[config.mk]
export PLATFORM = sky130hd
export DESIGN_NAME = register_slice
export DESIGN_NICKNAME = d
export VERILOG_FILES = /design/src/rtl/register_slice.sv
export SDC_FILE = /design/constraint.sdc
export NUM_CORES = 1
export LEC_CHECK = 0
export BUFFER_PORTS_ARGS = -buffer_cell sky130_fd_sc_hd__buf_2
export CORE_MARGIN = 3
export CORE_UTILIZATION = 30
export DETAILED_ROUTE_END_ITERATION = 12
export RECOVER_POWER = 100
export SYNTH_ARGS = -nofsm -noshare
export SYNTH_HDL_FRONTEND = slang
export SYNTH_SLANG_ARGS = --single-unit
export TNS_END_PERCENT = 100
[constraint.sdc]
create_clock -name clk -period 1.86 [get_ports clk]
set_clock_uncertainty 0.05 [all_clocks]
set_input_delay 0.093 -clock clk [delete_from_list [all_inputs] [get_ports clk]]
set_output_delay 0.093 -clock clk [all_outputs]
set_load 0.05 [all_outputs]
[src/rtl/register_slice.sv]
// Two-entry valid/ready register slice: main register drives the output, skid absorbs
// the one word accepted while the consumer stalls. Every output comes straight from a flop.
module register_slice #(
  parameter int unsigned      WIDTH      = 8,
  parameter logic [WIDTH-1:0] RESET_DATA = '0
) (
  input  logic             clk,
  input  logic             rst,
  input  logic             flush,
  input  logic             in_valid,
  output logic             in_ready,
  input  logic [WIDTH-1:0] in_data,
  output logic             out_valid,
  input  logic             out_ready,
  output logic [WIDTH-1:0] out_data,
  output logic [1:0]       count
);

  // Encoding equals occupancy so count is the state register itself.
  typedef enum logic [1:0] {
    StEmpty = 2'd0,
    StOne   = 2'd1,
    StTwo   = 2'd2
  } state_e;

  state_e           state_q, state_d;
  logic [WIDTH-1:0] main_q, main_d;
  logic [WIDTH-1:0] skid_q, skid_d;
  logic             in_ready_q;
  logic             out_valid_q;
  logic             in_fire;
  logic             out_fire;

  assign in_fire  = in_valid & in_ready_q;
  assign out_fire = out_valid_q & out_ready;

  always_comb begin
    state_d = state_q;
    main_d  = main_q;
    skid_d  = skid_q;
    unique case (state_q)
      StEmpty: begin
        if (in_fire) begin
          main_d  = in_data;
          state_d = StOne;
        end
      end
      StOne: begin
        if (in_fire && out_fire) begin
          main_d = in_data;
        end else if (in_fire) begin
          skid_d  = in_data;
          state_d = StTwo;
        end else if (out_fire) begin
          state_d = StEmpty;
        end
      end
      StTwo: begin
        if (out_fire) begin
          main_d  = skid_q;
          state_d = StOne;
        end
      end
      default: state_d = StEmpty;
    endcase
    // Flush drops occupancy only; stored words stay put and any in_fire is lost.
    if (flush) begin
      state_d = StEmpty;
      main_d  = main_q;
      skid_d  = skid_q;
    end
  end

  always_ff @(posedge clk) begin
    if (rst) begin
      state_q     <= StEmpty;
      main_q      <= RESET_DATA;
      skid_q      <= RESET_DATA;
      in_ready_q  <= 1'b0;
      out_valid_q <= 1'b0;
    end else begin
      state_q     <= state_d;
      main_q      <= main_d;
      skid_q      <= skid_d;
      in_ready_q  <= (state_d != StTwo);
      out_valid_q <= (state_d != StEmpty);
    end
  end

  assign in_ready  = in_ready_q;
  assign out_valid = out_valid_q;
  assign out_data  = main_q;
  assign count     = state_q;

endmodule

==> impl_metrics.toml, run 1 <==
[power]
power.switching_mw = 0.247
finalPower_mw = 0.954
p_leak_nw = 0.423
vdd_ir_drop_max_uv = 257
comb_power_share_pct = 14.8
swShare_pct = 25.9
seq_power_share_pct = 47.3
powerDensity_mw_per_mm2 = 836
cellInternalPower_mw = 0.707
p_clk_share_pct = 37.9

[layout]
syn2layout_area_growth_pct = 26.1
mostFrequentLayoutCell = "nand2_1"
drive_above_1_share_pct = 17.5
fin_area_mm2 = 0.00114
diodes = 0
final_nets = 151
layout_common_cells = "nand2_1 (29), dfxtp_1 (19), clkbuf_1 (14), buf_2 (11)"
finalCoreUtilization_pct = 40.7
final_cells = 168

[floorplanning]
die_w_um = 60.9
start_util_pct = 32.2
die-area_mm2 = 0.00371
rows = 19
die_h_um = 60.9
pin_count = 25
core-area_mm2 = 0.00281

[synthesis]
yosysSeqAreaShare_pct = 44.3
yosysWarningCount = 0
synth.avg_cell_area_um2 = 8.70
synth_edf_count = 0
synth_ff_type = "dfxtp_1"
syn_nets = 117
ys_async_sr_fraction_pct = 0
netlist_area_um2 = 905
synth_cell_type_count = 22
synthCells = 104
ys_seq_elements = 20

[flow_run]
cap_violations = 0

[sta]
drv_slew = 0
maxSlewHeadroom_pct = 60.0
hold_violations = 1
worstMarginPinSlew_ns = 0.603
timing.setup.tns_ns = 0
final.setup.worst_slack_ns = 0.190
min_period_over_period_pct = 89.8
finalSetupViolations = 0
grt_setup_unrepaired = "false"
fin_crit_ns = 1.67
fmax_ghz = 0.599
whs_ns = -0.00373

[hold_path]
hold_depth = 3
min_path_type = "in2reg"

[critical_path]
start_kind = "flip-flop"
required_ns = 2.03
endpoint_kind = "flip-flop"
reg2reg_depth = 4
worstPathArrival_ns = 1.84
cp_max_fo = 15
crit_type = "reg2reg"

[cts]
clkTransAtPathRegs_ns = 0.12
cts_buffers = 3
cts.sinks = 20
insertion_delay_ns = 0.30
post_cts_buffers = 0
clock_path_buffers = 2
cts-htree-levels = 1
cts_root_buf = "clkbuf_4"
cts_tree = "built"

[detailed_routing]
routed_wl_mm = 2.12
first_pass_iters = 4
vias = 845
drcViolationCount = 0
drt-wirelength-per-cell_um = 12.6
postRouteAntennaNets = 0
viasPerCell = 5.03
drtIter0Drc = 28

[place]
place_area_mm2 = 0.00103
numPortBuffers = 24
dpl.cell_count = 156
place_ws_ns = 0.223
gp_congestion = 0.747
hpwlAfterDp_mm = 1.52

[run_status]
violations = "hold timing"
status = "complete, but fails checks"

[global_route]
grt_util_all_layers_pct = 11.7
grt_pass1_wl_mm = 3.24
antenna_found_initial = 0
first_global_vias = 686
grt_max_degree = 22
grt_overflow_total = 0
[layer usage]
metal | GRT usage, % | vias up | wire, um
met5 | 0 | - | 0
met1 | 15.0 | 383 | 1000
met3 | 3.62 | 4 | 126
li1 | - | 434 | -
met4 | 4.64 | 0 | 24
met2 | 18.5 | 24 | 961
[critical path: stages (launching register included)]
cell      delay [ns]
dfxtp_1         0.38
or2_0           0.28
a221oi_4        0.53
nor2_1          0.08
a311oi_1        0.27
[cell families after synthesis]
family | synth area share (%)
compound gates | 20.7
buf+inv | 6.36
flops | 44.3
simple gates | 28.6
[worst paths after layout]
| path | from | end | slack [ns] |
|---|---|---|---|
| setup / recovery | count[0] | out_data[3] | 0.19 |
| hold / removal | in_data[5] | skid_q[5] | -0.004 |
| setup reg to reg | count[0] | out_data[3] | 0.19 |
| hold reg to reg | skid_q[1] | skid_q[1] | 0.41 |
[registers in the layout, indices dropped and copies added, names as in the netlist]
register and flops:
out_valid 1, in_ready 1, out_data 8, skid_q 8, count 2
[cells in the mapped netlist (2+ instances only)]
| library cell | count | area share [%] |
|---|---|---|
| nand2_1 | 29 | 12 |
| dfxtp_1 | 20 | 44 |
| a21oi_1 | 9 | 5.0 |
| nand3_1 | 9 | 5.0 |
| nor2_1 | 9 | 3.7 |
| a311oi_1 | 6 | 5.8 |
| a311oi_2 | 2 | 3.3 |
| buf_6 | 2 | 2.5 |
| clkbuf_1 | 2 | 0.83 |
| clkbuf_8 | 2 | 3.0 |
| nor3_1 | 2 | 1.1 |
| o21ai_0 | 2 | 1.1 |
[what timing repair did]
| action | CTS | global route |
|---|---|---|
| hold endpoints to repair | 8 | 0 |
| resized for setup | 0 | 0 |
| hold buffers | 8 | 0 |
[cell type report]
class	instances	area (um^2)
clock inverter	1	30.0
tap	31	38.8
clock buffer	3	22.5
fill	297	1660
multi-input combinational	78	445
sequential	20	402
timing repair buffer	35	203
[power groups by stage]
stage / Clock [mW] / Sequential [mW] / Combinational, mW
global route: 0.382 / 0.453 / 0.151
floorplan: 0 / 0.504 / 0.0497
CTS: 0.364 / 0.451 / 0.146
detailed placement: 0 / 0.460 / 0.133
global placement: 0 / 0.460 / 0.131
finish: 0.361 / 0.451 / 0.142
(Power assumes the default switching activity.)
==> run 2, diff against run 1 <==
--- a/config.mk
+++ b/config.mk
@@ -6,7 +6,7 @@
 export NUM_CORES = 1
 export LEC_CHECK = 0
 export BUFFER_PORTS_ARGS = -buffer_cell sky130_fd_sc_hd__buf_2
-export CORE_MARGIN = 3
+export CORE_MARGIN = 2
 export CORE_UTILIZATION = 30
 export DETAILED_ROUTE_END_ITERATION = 12
 export RECOVER_POWER = 100
==> run 2 against run 1 <==
Net effect: sequential share of layout area up 0.99 points; critical path type unchanged; worst hold slack better by 0.0083 ns; die area is 6.5% lower; sequential power is essentially flat; global-route usage increased by 1.4 points; setup slack lost 0.027 ns; combinational power is essentially flat; critical endpoint is now out_data[5]; total power down 16%; routed wire length is 0.24% lower; the run ends with DRC left; highest routed layer unchanged; final area fell by 2.7%; critical path depth did not move.
==> impl_metrics.toml, run 2 (synthesis results as in run 1) <==
[cts]
clkTransAtPathRegs_ns = 0.11
cts-htree-levels = 1
cts_root_buf = "clkbuf_4"
cts.sinks = 20
cts_resized = 0
insertion_delay_ns = 0.30
cts_tree = "built"
cts_buffers = 3
clock_path_buffers = 2

[floorplanning]
die-area_mm2 = 0.00347
start_util_pct = 32.2
rows = 19
die_w_um = 58.9
die_h_um = 58.9
core-area_mm2 = 0.00281
pin_count = 25

[power]
p_leak_nw = 0.412
powerDensity_mw_per_mm2 = 718
vdd_ir_drop_max_uv = 320

[layout]
syn2layout_area_growth_pct = 22.7
layout_common_cells = "nand2_1 (29), dfxtp_1 (19), clkbuf_1 (14), buf_2 (11)"
num-fill-cells = 305
final_nets = 151
drive_above_1_share_pct = 18.4
diodes = 0
mostFrequentLayoutCell = "nand2_1"
finalCoreUtilization_pct = 39.6

[run_status]
violations = "DRC"
status = "complete, but fails checks"

[detailed_routing]
routed_wl_mm = 2.11
postRouteAntennaNets = 0
drt-wirelength-per-cell_um = 12.6
first_pass_iters = 8
drcViolationCount = 2
vias = 866
viasPerCell = 5.19
drtIter0Drc = 33

[sta]
whs_ns = 0.00452
finalSetupViolations = 0
min_period_over_period_pct = 91.2
drv_slew = 0
maxSlewHeadroom_pct = 59.6
worstMarginPinSlew_ns = 0.609
timing.setup.tns_ns = 0
fmax_ghz = 0.589
grt_setup_unrepaired = "false"
hold_violations = 0
fin_crit_ns = 1.70

[global_route]
grt_max_degree = 22
first_global_vias = 771
grt_util_all_layers_pct = 13.2
antenna_found_initial = 0
grt_pass1_wl_mm = 3.51
grt_overflow_total = 0

[flow_run]
cap_violations = 0

[hold_path]
hold_depth = 3
min_path_type = "in2reg"

[critical_path]
reg2reg_depth = 4
endpoint_kind = "flip-flop"
cp_max_fo = 14
required_ns = 2.02
start_kind = "flip-flop"
crit_type = "reg2reg"
worstPathArrival_ns = 1.86

[place]
numPortBuffers = 24
gp_congestion = 0.712
hpwlAfterDp_mm = 1.55
==> run 2: cell types whose count changed in the layout (fill, tap and decap cells not counted), sizes merged <==
cell,previous run,this run
dlygate4sd3,8,7
bufinv,1,0
buf,13,14
==> run 2: layout make-up <==
cell class,count,area (um^2),share of cell area [%]
clock buffers,3,22.5,2.03
multi-input cells,78,447,40.2
flip-flops and latches,20,402,36.2
well taps,31,38.8,3.49
repair buffers,35,200,18.0
==> run 2: critical path, stage by stage, from the launching register on <==
cell and delay, ns:
dfxtp_1 0.38, or2_1 0.28, a221oi_4 0.52, nor2_1 0.11
a311oi_2 0.26
==> run 2: where the power goes <==
part	leakage [nW]	internal, mW	switching, mW
Combinational	0.235	0.0470	0.0954
Clock	0.0138	0.0756	0.128
Sequential	0.163	0.442	0.00928
==> run 2: repair_timing <==
item	in CTS	in global routing
setup buffers	0	0
setup endpoints to repair	0	0
endpoints found under the hold margin	7	0
hold buffers	7	0
==> run 2: metrics by stage <==
step | instance area [um^2] | power [mW] | setup WS, ns | cells
2_1_floorplan | 906 | 0.554 | 0.0330 | 104
6_report | 1110 | 0.797 | 0.163 | 167
3_5_place_dp | 1040 | 0.595 | 0.196 | 157
5_1_grt | 1110 | 0.838 | 0.0143 | 167
4_1_cts | 1130 | 0.808 | 0.152 | 167
3_3_place_gp | 1040 | 0.592 | 0.271 | 157
==> run 2: metal layers <==
metal,part of all wire (%),vias to the layer above,routed length (um),GRT usage [%]
met5,0,-,0,0
met1,45,407,958,17.7
met3,5.3,5,111,2.42
met4,2.2,0,46,6.82
li1,-,431,-,-
met2,47,23,994,20.0
==> run 2: worst paths after layout <==
kind,start,to,slack [ns]
hold reg to reg,skid_q[0],skid_q[0],0.41
setup reg to reg,count[0],out_data[5],0.16
setup / recovery,count[0],out_data[5],0.16
hold / removal,in_data[4],skid_q[4],0.005
==> run 3, diff against run 2 <==
--- a/config.mk
+++ b/config.mk
@@ -8,8 +8,10 @@
 export BUFFER_PORTS_ARGS = -buffer_cell sky130_fd_sc_hd__buf_2
 export CORE_MARGIN = 2
 export CORE_UTILIZATION = 30
+export CTS_CLUSTER_SIZE = 40
 export DETAILED_ROUTE_END_ITERATION = 12
 export RECOVER_POWER = 100
+export SETUP_SLACK_MARGIN = 0.02
 export SYNTH_ARGS = -nofsm -noshare
 export SYNTH_HDL_FRONTEND = slang
 export SYNTH_SLANG_ARGS = --single-unit
==> constraint.sdc (replaced) <==
create_clock -name clk -period 1.86 [get_ports clk]
set_clock_uncertainty 0.05 [all_clocks]
set_input_delay 0.186 -clock clk [delete_from_list [all_inputs] [get_ports clk]]
set_output_delay 0.186 -clock clk [all_outputs]
set_load 0.05 [all_outputs]
==> run 3 against run 2 <==
Net effect: the run still ends with DRC left; final area shrank 4.5%; first-iteration DRC count shrank 6.1%; combinational power shrank 5%; flip-flop and latch count is the same; count of clock-buffer cells in the layout is the same.
==> impl_metrics.toml, run 3 (synthesis results as in run 1) <==
[run_status]
status = "complete, but fails checks"
violations = "DRC"

[layout]
final_nets = 146
layout_common_cells = "nand2_1 (29), dfxtp_1 (19), clkbuf_1 (13), buf_2 (12)"
syn2layout_area_growth_pct = 17.2
mostFrequentLayoutCell = "nand2_1"
diodes = 0
drive_above_1_share_pct = 19.1
final_cells = 162
fin_area_mm2 = 0.00106

[sta]
drv_slew = 0
maxSlewHeadroom_pct = 59.6
worstMarginPinSlew_ns = 0.609
timing.setup.tns_ns = 0
fin_crit_ns = 1.57
hold_violations = 0
fmax_ghz = 0.635
finalSetupViolations = 0
final.setup.worst_slack_ns = 0.286
min_period_over_period_pct = 84.6
grt_setup_unrepaired = "false"

[place]
gp_congestion = 0.712
place_ws_ns = 0.196
place_area_mm2 = 0.00104
hpwlAfterDp_mm = 1.55
dpl.cell_count = 157
numPortBuffers = 24

[global_route]
grtUsageMet2_pct = 19.2
grt_max_degree = 22
grt_util_all_layers_pct = 12.6
busiest_layer = "met2"
grt_overflow_total = 0
antenna_found_initial = 0
met3_usage_pct = 2.86
first_global_vias = 736
grt_pass1_wl_mm = 3.34
grt_use_met1_pct = 16.4

[floorplanning]
pin_count = 25
die_w_um = 58.9
die-area_mm2 = 0.00347
core-area_mm2 = 0.00281
die_h_um = 58.9
rows = 19
start_util_pct = 32.2

[critical_path]
cp_max_fo = 13
start_kind = "flip-flop"
worstPathArrival_ns = 1.74
required_ns = 2.02
crit_type = "reg2reg"
endpoint_kind = "flip-flop"

[cts]
cts_root_buf = "clkbuf_4"
cts_tree = "built"
cts_buffers = 3
insertion_delay_ns = 0.30
cts-htree-levels = 1
clkTransAtPathRegs_ns = 0.11
hold_buffers = 0
cts.sinks = 20
clock_path_buffers = 2

[power]
powerDensity_mw_per_mm2 = 745
finalPower_mw = 0.790
vdd_ir_drop_max_uv = 318
p_leak_nw = 0.398

[detailed_routing]
drt-wirelength-per-cell_um = 12.6
drcViolationCount = 2
drtIter0Drc = 31
routed_wl_mm = 2.04
postRouteAntennaNets = 0
viasPerCell = 5.14
first_pass_iters = 8
vias = 833

[hold_path]
min_path_type = "in2reg"

[flow_run]
cap_violations = 0
## run 3: area by class of cell
cell class,instances,area (um^2)
multi-input cells,78,438
clock buffers,3,22.5
flip-flops and latches,20,402
repair buffers,30,159
fillers,311,1750
well taps,31,38.8
## run 3: report_power, final
group          switching [mW]  total [mW]  internal, mW  leakage [nW]
Sequential            0.00941       0.451         0.442         0.163
Clock                   0.128       0.204        0.0756        0.0138
Combinational          0.0930       0.135        0.0416         0.221
## run 3: metrics by stage
step                      hold slack [ns]  utilization [%]
after floorplan                     0.214                -
after global placement              0.391             37.0
after detailed placement            0.398             37.0
after CTS                          0.0815             37.8
after global routing               0.0765             37.8
final                              0.0884             37.8
## run 3: critical path, cell delays in order (launching register included)
cell      delay, ns
dfxtp_1        0.38
or2_0          0.29
a221oi_4       0.31
buf_12         0.17
nor2_1         0.04
a311oi_1       0.24
## run 3: final timing paths
kind,startpoint,end,slack [ns],cells past startpoint
max,count[0],out_data[2],0.29,5
min,flush,out_valid,0.09,2
max reg2reg,count[0],out_data[2],0.29,5
min reg2reg,skid_q[0],skid_q[0],0.41,2
## run 3: layer usage
layer | vias to the layer above | share of wire [%] | wire [um]
met2 | 25 | 47 | 962
met4 | 0 | 2.3 | 46
met1 | 382 | 44 | 890
met5 | - | 0 | 0
met3 | 5 | 6.7 | 136
li1 | 421 | - | -
## run 3: timing repair
item	4_1_cts	5_1_grt
endpoints found under the setup margin	0	1
buffers inserted	0	2
gates resized for setup	0	0
endpoints found under the hold margin	0	0
